[config.mk]
export PLATFORM = sky130hd
export DESIGN_NAME = speed_pi_ctrl_flat
export DESIGN_NICKNAME = d
export VERILOG_FILES = /design/src/rtl/speed_pi_if.sv /design/src/rtl/speed_pi_ctrl.sv /design/src/flat_wrapper.sv
export SDC_FILE = /design/constraint.sdc
export NUM_CORES = 2
export LEC_CHECK = 0
export CAP_MARGIN = 10
export CORE_ASPECT_RATIO = 1.5
export CORE_MARGIN = 2
export CORE_UTILIZATION = 35
export CTS_BUF_LIST = sky130_fd_sc_hd__clkbuf_2 sky130_fd_sc_hd__clkbuf_4 sky130_fd_sc_hd__clkbuf_8
export DETAILED_ROUTE_END_ITERATION = 8
export GPL_TIMING_DRIVEN = 1
export HOLD_SLACK_MARGIN = 0.02
export MAX_ROUTING_LAYER = met4
export PLACE_DENSITY = 0.54
export REMOVE_ABC_BUFFERS = 1
export SYNTH_ARGS = -nofsm -noshare
export SYNTH_HDL_FRONTEND = slang
export SYNTH_SLANG_ARGS = --single-unit
[constraint.sdc]
create_clock -name clk -period 7.5 [get_ports clk]
set_clock_uncertainty 0.1 [all_clocks]
set_input_delay 1.5 -clock clk [delete_from_list [all_inputs] [get_ports clk]]
set_output_delay 1.5 -clock clk [all_outputs]
set_load 0.02 [all_outputs]
[src/rtl/speed_pi_if.sv]
// speed_pi_if -- signal bundle between a speed-loop master and speed_pi_ctrl.
//
// Signals:
//   rpm        [31:0] measured speed, unsigned, valid with rpm_valid
//   rpm_valid         one-cycle sample strobe
//   setpoint   [15:0] target speed, unsigned RPM
//   kp, ki     [15:0] unsigned proportional / integral gains
//   enable            controller run enable (level)
//   duty       [9:0]  applied PWM duty
//   pwm               motor drive PWM
//   busy              update in flight
//   sat        [1:0]  {clamped high, clamped low} of the last update
//
// Modports: master drives the commands and observes the results; slave is the
// controller side.
interface speed_pi_if;
    logic [31:0] rpm;
    logic        rpm_valid;
    logic [15:0] setpoint;
    logic [15:0] kp;
    logic [15:0] ki;
    logic        enable;
    logic [9:0]  duty;
    logic        pwm;
    logic        busy;
    logic [1:0]  sat;

    modport master (
        output rpm, rpm_valid, setpoint, kp, ki, enable,
        input  duty, pwm, busy, sat
    );

    modport slave (
        input  rpm, rpm_valid, setpoint, kp, ki, enable,
        output duty, pwm, busy, sat
    );
endinterface

[src/rtl/speed_pi_ctrl.sv]
// speed_pi_ctrl -- PI speed controller driving a 10-bit PWM.
//
// Each accepted rpm sample runs through a short pipeline FSM:
//   IDLE -> ERR (error computed and clamped) -> MUL (P and I products)
//        -> SUM (shift, clamp to duty range, integrator update) -> IDLE
// The PWM counter free-runs; the applied duty is only reloaded at the period
// boundary so a period is never cut short or stretched.
//
// Ports:
//   clk  system clock
//   rst  asynchronous active-high reset
//   bus  speed_pi_if.slave (rpm/rpm_valid/setpoint/kp/ki/enable in;
//        duty/pwm/busy/sat out)
//
// Parameters:
//   SHIFT    arithmetic right shift applied to P+I
//   INT_LIM  symmetric magnitude limit of the integrator
module speed_pi_ctrl #(
    parameter int SHIFT   = 8,
    parameter int INT_LIM = 1048575
) (
    input  logic       clk,
    input  logic       rst,
    speed_pi_if.slave  bus
);

    // Integrator width: magnitude bits for INT_LIM plus sign.
    localparam int INT_W = $clog2(INT_LIM + 1) + 1;
    localparam int P_W   = 34;                     // 17b gain x 17b error
    localparam int I_W   = INT_W + 17;             // 17b gain x integrator
    localparam int S_W   = ((I_W > P_W) ? I_W : P_W) + 1;
    localparam int IS_W  = ((INT_W > 17) ? INT_W : 17) + 1;

    typedef enum logic [1:0] {
        IDLE = 2'd0,
        ERR  = 2'd1,
        MUL  = 2'd2,
        SUM  = 2'd3
    } state_t;

    state_t state_reg, state_next;

    logic [31:0]              rpm_reg;
    logic [15:0]              setpoint_reg;
    logic signed [16:0]       err_reg;
    logic signed [P_W-1:0]    p_reg;
    logic signed [I_W-1:0]    i_reg;
    logic signed [INT_W-1:0]  integ_reg;
    logic [9:0]               duty_cmd_reg;
    logic [9:0]               duty_reg;
    logic [9:0]               cnt_reg;
    logic [1:0]               sat_reg;

    // ---------------- FSM ----------------
    always_ff @(posedge clk or posedge rst) begin
        if (rst) begin
            state_reg <= IDLE;
        end else begin
            state_reg <= state_next;
        end
    end

    always_comb begin
        state_next = state_reg;
        if (!bus.enable) begin
            state_next = IDLE;
        end else begin
            case (state_reg)
                IDLE:    if (bus.rpm_valid) state_next = ERR;
                ERR:     state_next = MUL;
                MUL:     state_next = SUM;
                SUM:     state_next = IDLE;
                default: state_next = IDLE;
            endcase
        end
    end

    // ---------------- datapath combinational terms ----------------
    logic signed [32:0]      err_wide;
    logic signed [16:0]      err_clamped;
    logic signed [P_W-1:0]   p_next;
    logic signed [I_W-1:0]   i_next;
    logic signed [S_W-1:0]   sum_pi;
    logic signed [S_W-1:0]   u_raw;
    logic                    u_hi;
    logic                    u_lo;
    logic [9:0]              duty_cmd_next;
    logic signed [IS_W-1:0]  integ_sum;
    logic signed [INT_W-1:0] integ_clamped;
    logic                    integ_hold;

    always_comb begin
        // 33-bit signed difference of two zero-extended unsigned values
        err_wide = $signed({17'd0, setpoint_reg}) - $signed({1'b0, rpm_reg});
        if (err_wide > 33'sd65535) begin
            err_clamped = 17'sd65535;
        end else if (err_wide < -33'sd65535) begin
            err_clamped = -17'sd65535;
        end else begin
            err_clamped = err_wide[16:0];
        end

        // Gains are unsigned; prefix a zero so they multiply as signed.
        p_next = P_W'($signed({1'b0, bus.kp})) * P_W'(err_reg);
        i_next = I_W'($signed({1'b0, bus.ki})) * I_W'(integ_reg);

        sum_pi = S_W'(p_reg) + S_W'(i_reg);
        u_raw  = sum_pi >>> SHIFT;
        u_hi   = (u_raw > S_W'(1023));
        u_lo   = u_raw[S_W-1];

        if (u_hi) begin
            duty_cmd_next = 10'd1023;
        end else if (u_lo) begin
            duty_cmd_next = 10'd0;
        end else begin
            duty_cmd_next = u_raw[9:0];
        end

        // Anti-windup: stop integrating further into the clamp direction.
        integ_hold = (u_hi && (err_reg > 17'sd0)) || (u_lo && (err_reg < 17'sd0));

        integ_sum = IS_W'(integ_reg) + IS_W'(err_reg);
        if (integ_sum > IS_W'(INT_LIM)) begin
            integ_clamped = INT_W'(INT_LIM);
        end else if (integ_sum < -IS_W'(INT_LIM)) begin
            integ_clamped = -INT_W'(INT_LIM);
        end else begin
            integ_clamped = integ_sum[INT_W-1:0];
        end
    end

    // ---------------- datapath registers ----------------
    always_ff @(posedge clk or posedge rst) begin
        if (rst) begin
            rpm_reg      <= '0;
            setpoint_reg <= '0;
            err_reg      <= '0;
            p_reg        <= '0;
            i_reg        <= '0;
            integ_reg    <= '0;
            duty_cmd_reg <= '0;
            sat_reg      <= '0;
        end else if (!bus.enable) begin
            rpm_reg      <= '0;
            setpoint_reg <= '0;
            err_reg      <= '0;
            p_reg        <= '0;
            i_reg        <= '0;
            integ_reg    <= '0;
            duty_cmd_reg <= '0;
            sat_reg      <= '0;
        end else begin
            case (state_reg)
                IDLE: begin
                    // Capture the sample so the update is immune to input
                    // changes while it is in flight.
                    if (bus.rpm_valid) begin
                        rpm_reg      <= bus.rpm;
                        setpoint_reg <= bus.setpoint;
                    end
                end
                ERR: begin
                    err_reg <= err_clamped;
                end
                MUL: begin
                    // i uses the integrator from before this update.
                    p_reg <= p_next;
                    i_reg <= i_next;
                end
                SUM: begin
                    duty_cmd_reg <= duty_cmd_next;
                    sat_reg      <= {u_hi, u_lo};
                    if (!integ_hold) begin
                        integ_reg <= integ_clamped;
                    end
                end
                default: ;
            endcase
        end
    end

    // ---------------- PWM ----------------
    always_ff @(posedge clk or posedge rst) begin
        if (rst) begin
            cnt_reg <= '0;
        end else begin
            cnt_reg <= cnt_reg + 10'd1;
        end
    end

    always_ff @(posedge clk or posedge rst) begin
        if (rst) begin
            duty_reg <= '0;
        end else if (!bus.enable) begin
            duty_reg <= '0;
        end else if (cnt_reg == 10'd1023) begin
            duty_reg <= duty_cmd_reg;
        end
    end

    assign bus.pwm  = (cnt_reg < duty_reg);
    assign bus.duty = duty_reg;
    assign bus.busy = (state_reg != IDLE);
    assign bus.sat  = sat_reg;

endmodule
[src/flat_wrapper.sv]
// flat-port wrapper written by rule: the top's interface ports become plain ports
module speed_pi_ctrl_flat 
#(
    parameter int SHIFT   = 8,
    parameter int INT_LIM = 1048575
)
  (clk, rst, bus_rpm, bus_rpm_valid, bus_setpoint, bus_kp, bus_ki, bus_enable, bus_duty, bus_pwm, bus_busy, bus_sat);
  speed_pi_if bus_i ();
  input  logic clk;
  input  logic rst;
  input wire logic [$bits(bus_i.rpm)-1:0] bus_rpm;
  input wire logic [$bits(bus_i.rpm_valid)-1:0] bus_rpm_valid;
  input wire logic [$bits(bus_i.setpoint)-1:0] bus_setpoint;
  input wire logic [$bits(bus_i.kp)-1:0] bus_kp;
  input wire logic [$bits(bus_i.ki)-1:0] bus_ki;
  input wire logic [$bits(bus_i.enable)-1:0] bus_enable;
  output wire logic [$bits(bus_i.duty)-1:0] bus_duty;
  output wire logic [$bits(bus_i.pwm)-1:0] bus_pwm;
  output wire logic [$bits(bus_i.busy)-1:0] bus_busy;
  output wire logic [$bits(bus_i.sat)-1:0] bus_sat;
  assign bus_i.rpm = bus_rpm;
  assign bus_i.rpm_valid = bus_rpm_valid;
  assign bus_i.setpoint = bus_setpoint;
  assign bus_i.kp = bus_kp;
  assign bus_i.ki = bus_ki;
  assign bus_i.enable = bus_enable;
  assign bus_duty = bus_i.duty;
  assign bus_pwm = bus_i.pwm;
  assign bus_busy = bus_i.busy;
  assign bus_sat = bus_i.sat;
  speed_pi_ctrl #(.SHIFT(SHIFT), .INT_LIM(INT_LIM)) u_core (.clk(clk), .rst(rst), .bus(bus_i));
endmodule
== Word level (Yosys, flattened, before mapping) ==
Cells that the tools add are included.

* Word-level logic and storage cells: 74
* Output and inout bits: 14
* Register bits after elaboration: 192

* Multipliers: 2
* Muxes and demuxes: 30
* Reductions and logical operators: 7
* $add $sub $neg: 4
* Equal/unequal tests: 12
* Magnitude comparators: 8

{| class="wikitable"
|+ Operator list
! operator !! number
|-
| two-way mux 21 bit || 5
|-
| two-way mux 32 bit || 3
|-
| two-way mux 38 bit || 2
|-
| two-way mux 17 bit || 4
|-
| two-way mux 34 bit || 2
|-
| two-way mux 10 bit || 6
|-
| two-way mux 16 bit || 3
|-
| adder 34 x 38 -> 39 bit || 1
|-
| multiplier 17 x 21 -> 38 bit || 1
|-
| multiplier 17 x 17 -> 34 bit || 1
|-
| > comparator 33 x 17 -> 1 bit, second input constant || 1
|-
| less-than comparator 33 x 17 -> 1 bit, second input constant || 1
|-
| subtractor 16 x 32 -> 33 bit || 1
|-
| > comparator 31 x 11 -> 1 bit, second input constant || 1
|-
| adder 21 x 17 -> 22 bit || 1
|-
| > comparator 22 x 21 -> 1 bit, second input constant || 1
|-
| less-than comparator 22 x 21 -> 1 bit, second input constant || 1
|-
| > comparator 17 x 1 -> 1 bit, second input constant || 1
|-
| less-than comparator 17 x 1 -> 1 bit, second input constant || 1
|-
| adder 10 x 1 -> 10 bit, second input constant || 1
|-
| equality test 10 bit, second input constant || 1
|-
| less-than comparator 10 bit || 1
|-
| != test 2 x 1 -> 1 bit, second input constant || 5
|-
| two-way mux 2 bit || 4
|-
| other kinds (10) || 14
|}

== Longest topological paths before layout ==
* Depth after elaboration: 7
* Depth in mapped cells: 26

== Worst setup path after synthesis ==
Ideal clock, no wire load.

* Kind: input to register
* From: in bus_ki[10]
* To: reg u_core.i_reg[36]
* Stages: 22
* Data required time: 7.313 ns
* Data arrival time: 7.714 ns
* Setup slack: -0.401 ns
* Path through: clkbuf_1 > nand2_1 > fa_1 > inv_1 > fa_1 > fa_1 > fa_1 > fa_1 > inv_1 > fa_1 > inv_1 > ha_1 > a211o_1 > a211o_1 > a221o_1 > a2111oi_0 > nor3_1 > nor2_1 > o31ai_1 > o311ai_0 > nand4_1 > o211ai_1

* Cells in the longest elaborated chain, start to end: 3

{| class="wikitable"
|+ RTL lines
! element !! RTL line !! RTL
|-
| start, declared || flat_wrapper.sv:15 || <nowiki>input wire logic [$bits(bus_i.ki)-1:0] bus_ki;</nowiki>
|-
| multiplier 17 x 21 -> 38 bit || speed_pi_ctrl.sv:105 || <nowiki>i_next = I_W'($signed({1'b0, bus.ki})) * I_W'(integ_reg);</nowiki>
|-
| two-way mux 38 bit || speed_pi_ctrl.sv:154 || <nowiki>case (state_reg)</nowiki>
|-
| two-way mux 38 bit || speed_pi_ctrl.sv:144 || <nowiki>end else if (!bus.enable) begin</nowiki>
|-
| end signal, assigned || speed_pi_ctrl.sv:169 || <nowiki>i_reg <= i_next;</nowiki>
|-
| end, declared || speed_pi_ctrl.sv:47 || <nowiki>logic signed [I_W-1:0] i_reg;</nowiki>
|}

No other way between the ends. The select of a mux whose other input is x is not followed.
A chain may end at the register's enable or synchronous reset.

== Worst setup path after layout ==
* From: in bus_ki[7]
* To: reg u_core.i_reg[28]

The elaborated chain is that of the path after synthesis.

==> results.yml <==
status:
  status: "completed"
layout:
  nets: 5221
  drive_above_1_share_pct: 10.6
  final_util_pct: 40.4
  largest_reg_flops: 38
  fin_area_um2: 40300
  syn2layout_area_growth_pct: 14.6
synthesis:
  seq_area_frac_synth_pct: 13.7
  syn_inst: 4017
  async_flop_share_pct: 100
  yosysUniqueCellTypes: 87
  synth_edf_count: 0
  syn-cell-area_um2: 35100
  ys.flop_type: "dfrtp_1"
  ys_warn_count: 0
  ys_seq_elements: 192
  syn-mean-instance-area_um2: 8.75
cts:
  clock_latency_ps: 610
  clock_path_buffers: 2
  cts_tree: "done"
  h-tree-depth: 4
  cts_buffers: 17
  clk_pin_slew_ps: 100
  holdBufCountCts: 0
  clock_sinks: 192
  cts_root_buf: "clkbuf_8"
detailed_routing:
  vias: 27872
  drt_wl_total_um: 96400
  viasPerCell: 4.98
  drc: 0
  drt_iter0_markers: 1076
  antenna_left: 0
  routedWlPerCell_um: 17.2
  firstDrtPassIters: 5
placement:
  dpl.hpwl_um: 81000
  dpl-instance-area_um2: 39400
  place.port_buffers: 97
  gp_congestion: 0.903
  pre_cts_slack_ps: -1260
power:
  power.total_w: 0.0152
  leakage_nw: 20.3
  vdd_ir_drop_max_mv: 0.497
  power.density_nw_per_um2: 377
timing:
  setup_ws_ps: 210
  period_needed_ps: 7290
  finalHoldViolations: 0
  post-route-period-util_pct: 97.2
  report.final.slew_viol_count: 0
  final-setup-viol-count: 0
  fmax_ghz: 0.137
  worst_pin_slew_ps: 1060
  relSlewSlack_pct: 29.1
die:
  fp.dieW_um: 263
  io_pins: 98
  die_y_um: 392
  die_area_um2: 103000
  initial_utilization_pct: 35.3
  rows: 142
  coreArea_um2: 99700
job:
  max_cap_violations: 0
grt:
  track_usage_pct: 20.1
  grt_pass1_wl_um: 160000
  grt.overflow.total: 0
  antenna_found_initial: 3
  first_global_vias: 30337
  grt_max_degree: 127
critical_path:
  crit_path_end_kind: "flip-flop"
  cp.required_ps: 7840
  critPathMaxFanout: 6
  criticalPathCategory: "in -> reg"
  start_kind: "input pin"
  critical_path_arrival_ps: 7640
  ff2ff_path_depth: 25
min_path:
  worst_hold_path.num_cells: 1
  hold_class: "reg -> reg"
final cells by class:
type,count,area (um^2)
Fill cell,10063,59400
Multi-Input combinational cell,2876,27100
Sequential cell,192,4800
Timing Repair Buffer,410,3380
Inverter,783,2950
Tap cell,1296,1620
Clock buffer,20,269
Clock inverter,12,158
Antenna cell,3,7.51
per-layer routing:
layer  vias up  track usage (%)  part of all wire [%]
met4         0             6.64                   3.2
li1      13236                -                     -
met5         -                -                     0
met3       144             2.23                   2.6
met2       418             38.9                    56
met1     14074             21.2                    38
timing repair:
action	in CTS	in global routing
hold endpoints to repair	0	0
resized for setup	53	90
endpoints found under the setup margin	23	23
pin swaps	31	55
setup buffers	4	7
worst paths after layout:
check                      slack [ps]                   to                start
min                               400    u_core.cnt_reg[8]    u_core.cnt_reg[8]
max reg2reg                       410     u_core.i_reg[28]  u_core.integ_reg[5]
max                               210     u_core.i_reg[28]            bus_ki[7]
min reg2reg                       400    u_core.cnt_reg[8]    u_core.cnt_reg[8]
min in group asynchronous        1240    u_core.cnt_reg[9]                  rst
max in group asynchronous        4760  u_core.state_reg[0]                  rst
worst max-delay path: stages:
cell and delay (ps):
clkbuf_2 110, buf_6 130, and2_1 170, fa_1 530, inv_1 60, fa_2 540, fa_1 420, inv_2 80
fa_2 450, fa_1 560, inv_2 50, fa_1 530, inv_1 50, ha_2 180, a211o_1 280, a211o_1 270
a221o_1 360, a2111oi_2 290, buf_4 190, nor3_4 50, buf_6 140, o31ai_4 160, buf_4 150, a21oi_1 70
xnor2_1 200, o22ai_1 120
placed cells by master (no fill, tap or decap), drive strengths merged, types with 38 or more instances in the layout:
cell and count:
inv 785, fa 546, nand2 525, buf 314
ha 311, and2 290, dfrtp 192, nor2 132
a21oi 113, o21ai 102, nor2b 77, xnor2 75
clkdlybuf4s50 70, mux2i 68, a21boi 58, nand3 52
a21o 46, xor2 38
logic make-up after synthesis:
group | count (synthesis) | share of synthesized area [%]
mux | 69 | 1.97
compound gates | 570 | 11.3
xor+xnor | 113 | 2.82
simple gates | 1262 | 17.8
flops | 192 | 13.7
buf+inv | 949 | 10.2
fa+ha+maj | 862 | 42.3
synth_stat cells, types with 16 or more instances:
cell / n / area share, %
a211oi_1: 23 / 0.49
a21boi_0: 58 / 1.2
a21o_1: 46 / 0.98
a21oi_1: 112 / 1.6
a31oi_1: 16 / 0.28
and2_1: 290 / 5.2
clkbuf_1: 146 / 1.6
dfrtp_1: 192 / 14
fa_1: 546 / 31
ha_1: 311 / 11
inv_1: 783 / 8.4
mux2i_1: 68 / 1.9
nand2_1: 525 / 5.6
nand2b_1: 34 / 0.61
nand3_1: 52 / 0.74
nand4_1: 17 / 0.30
nor2_1: 132 / 1.4
nor2b_1: 77 / 1.4
nor3_1: 36 / 0.51
o211ai_1: 23 / 0.49
o21a_1: 20 / 0.43
o21ai_0: 96 / 1.4
o21bai_1: 18 / 0.38
o22ai_1: 27 / 0.48
or3_1: 20 / 0.36
xnor2_1: 75 / 1.9
xor2_1: 38 / 0.95
power by group:
group	switching (W)	internal, W
logic	0.00682	0.00600
clock network	0.000451	0.000353
registers	0.000358	0.00121
total	0.00762	0.00756
through the flow:
step	instances	hold slack [ps]	TNS, ps
final	5592	396	0
after detailed placement	5546	379	-26940
after global placement	5546	378	-26070
after floorplan	3851	347	-1340
after global routing	5591	419	-24.8
after CTS	5582	402	0
No activity file was read; power rests on OpenSTA's default activity.
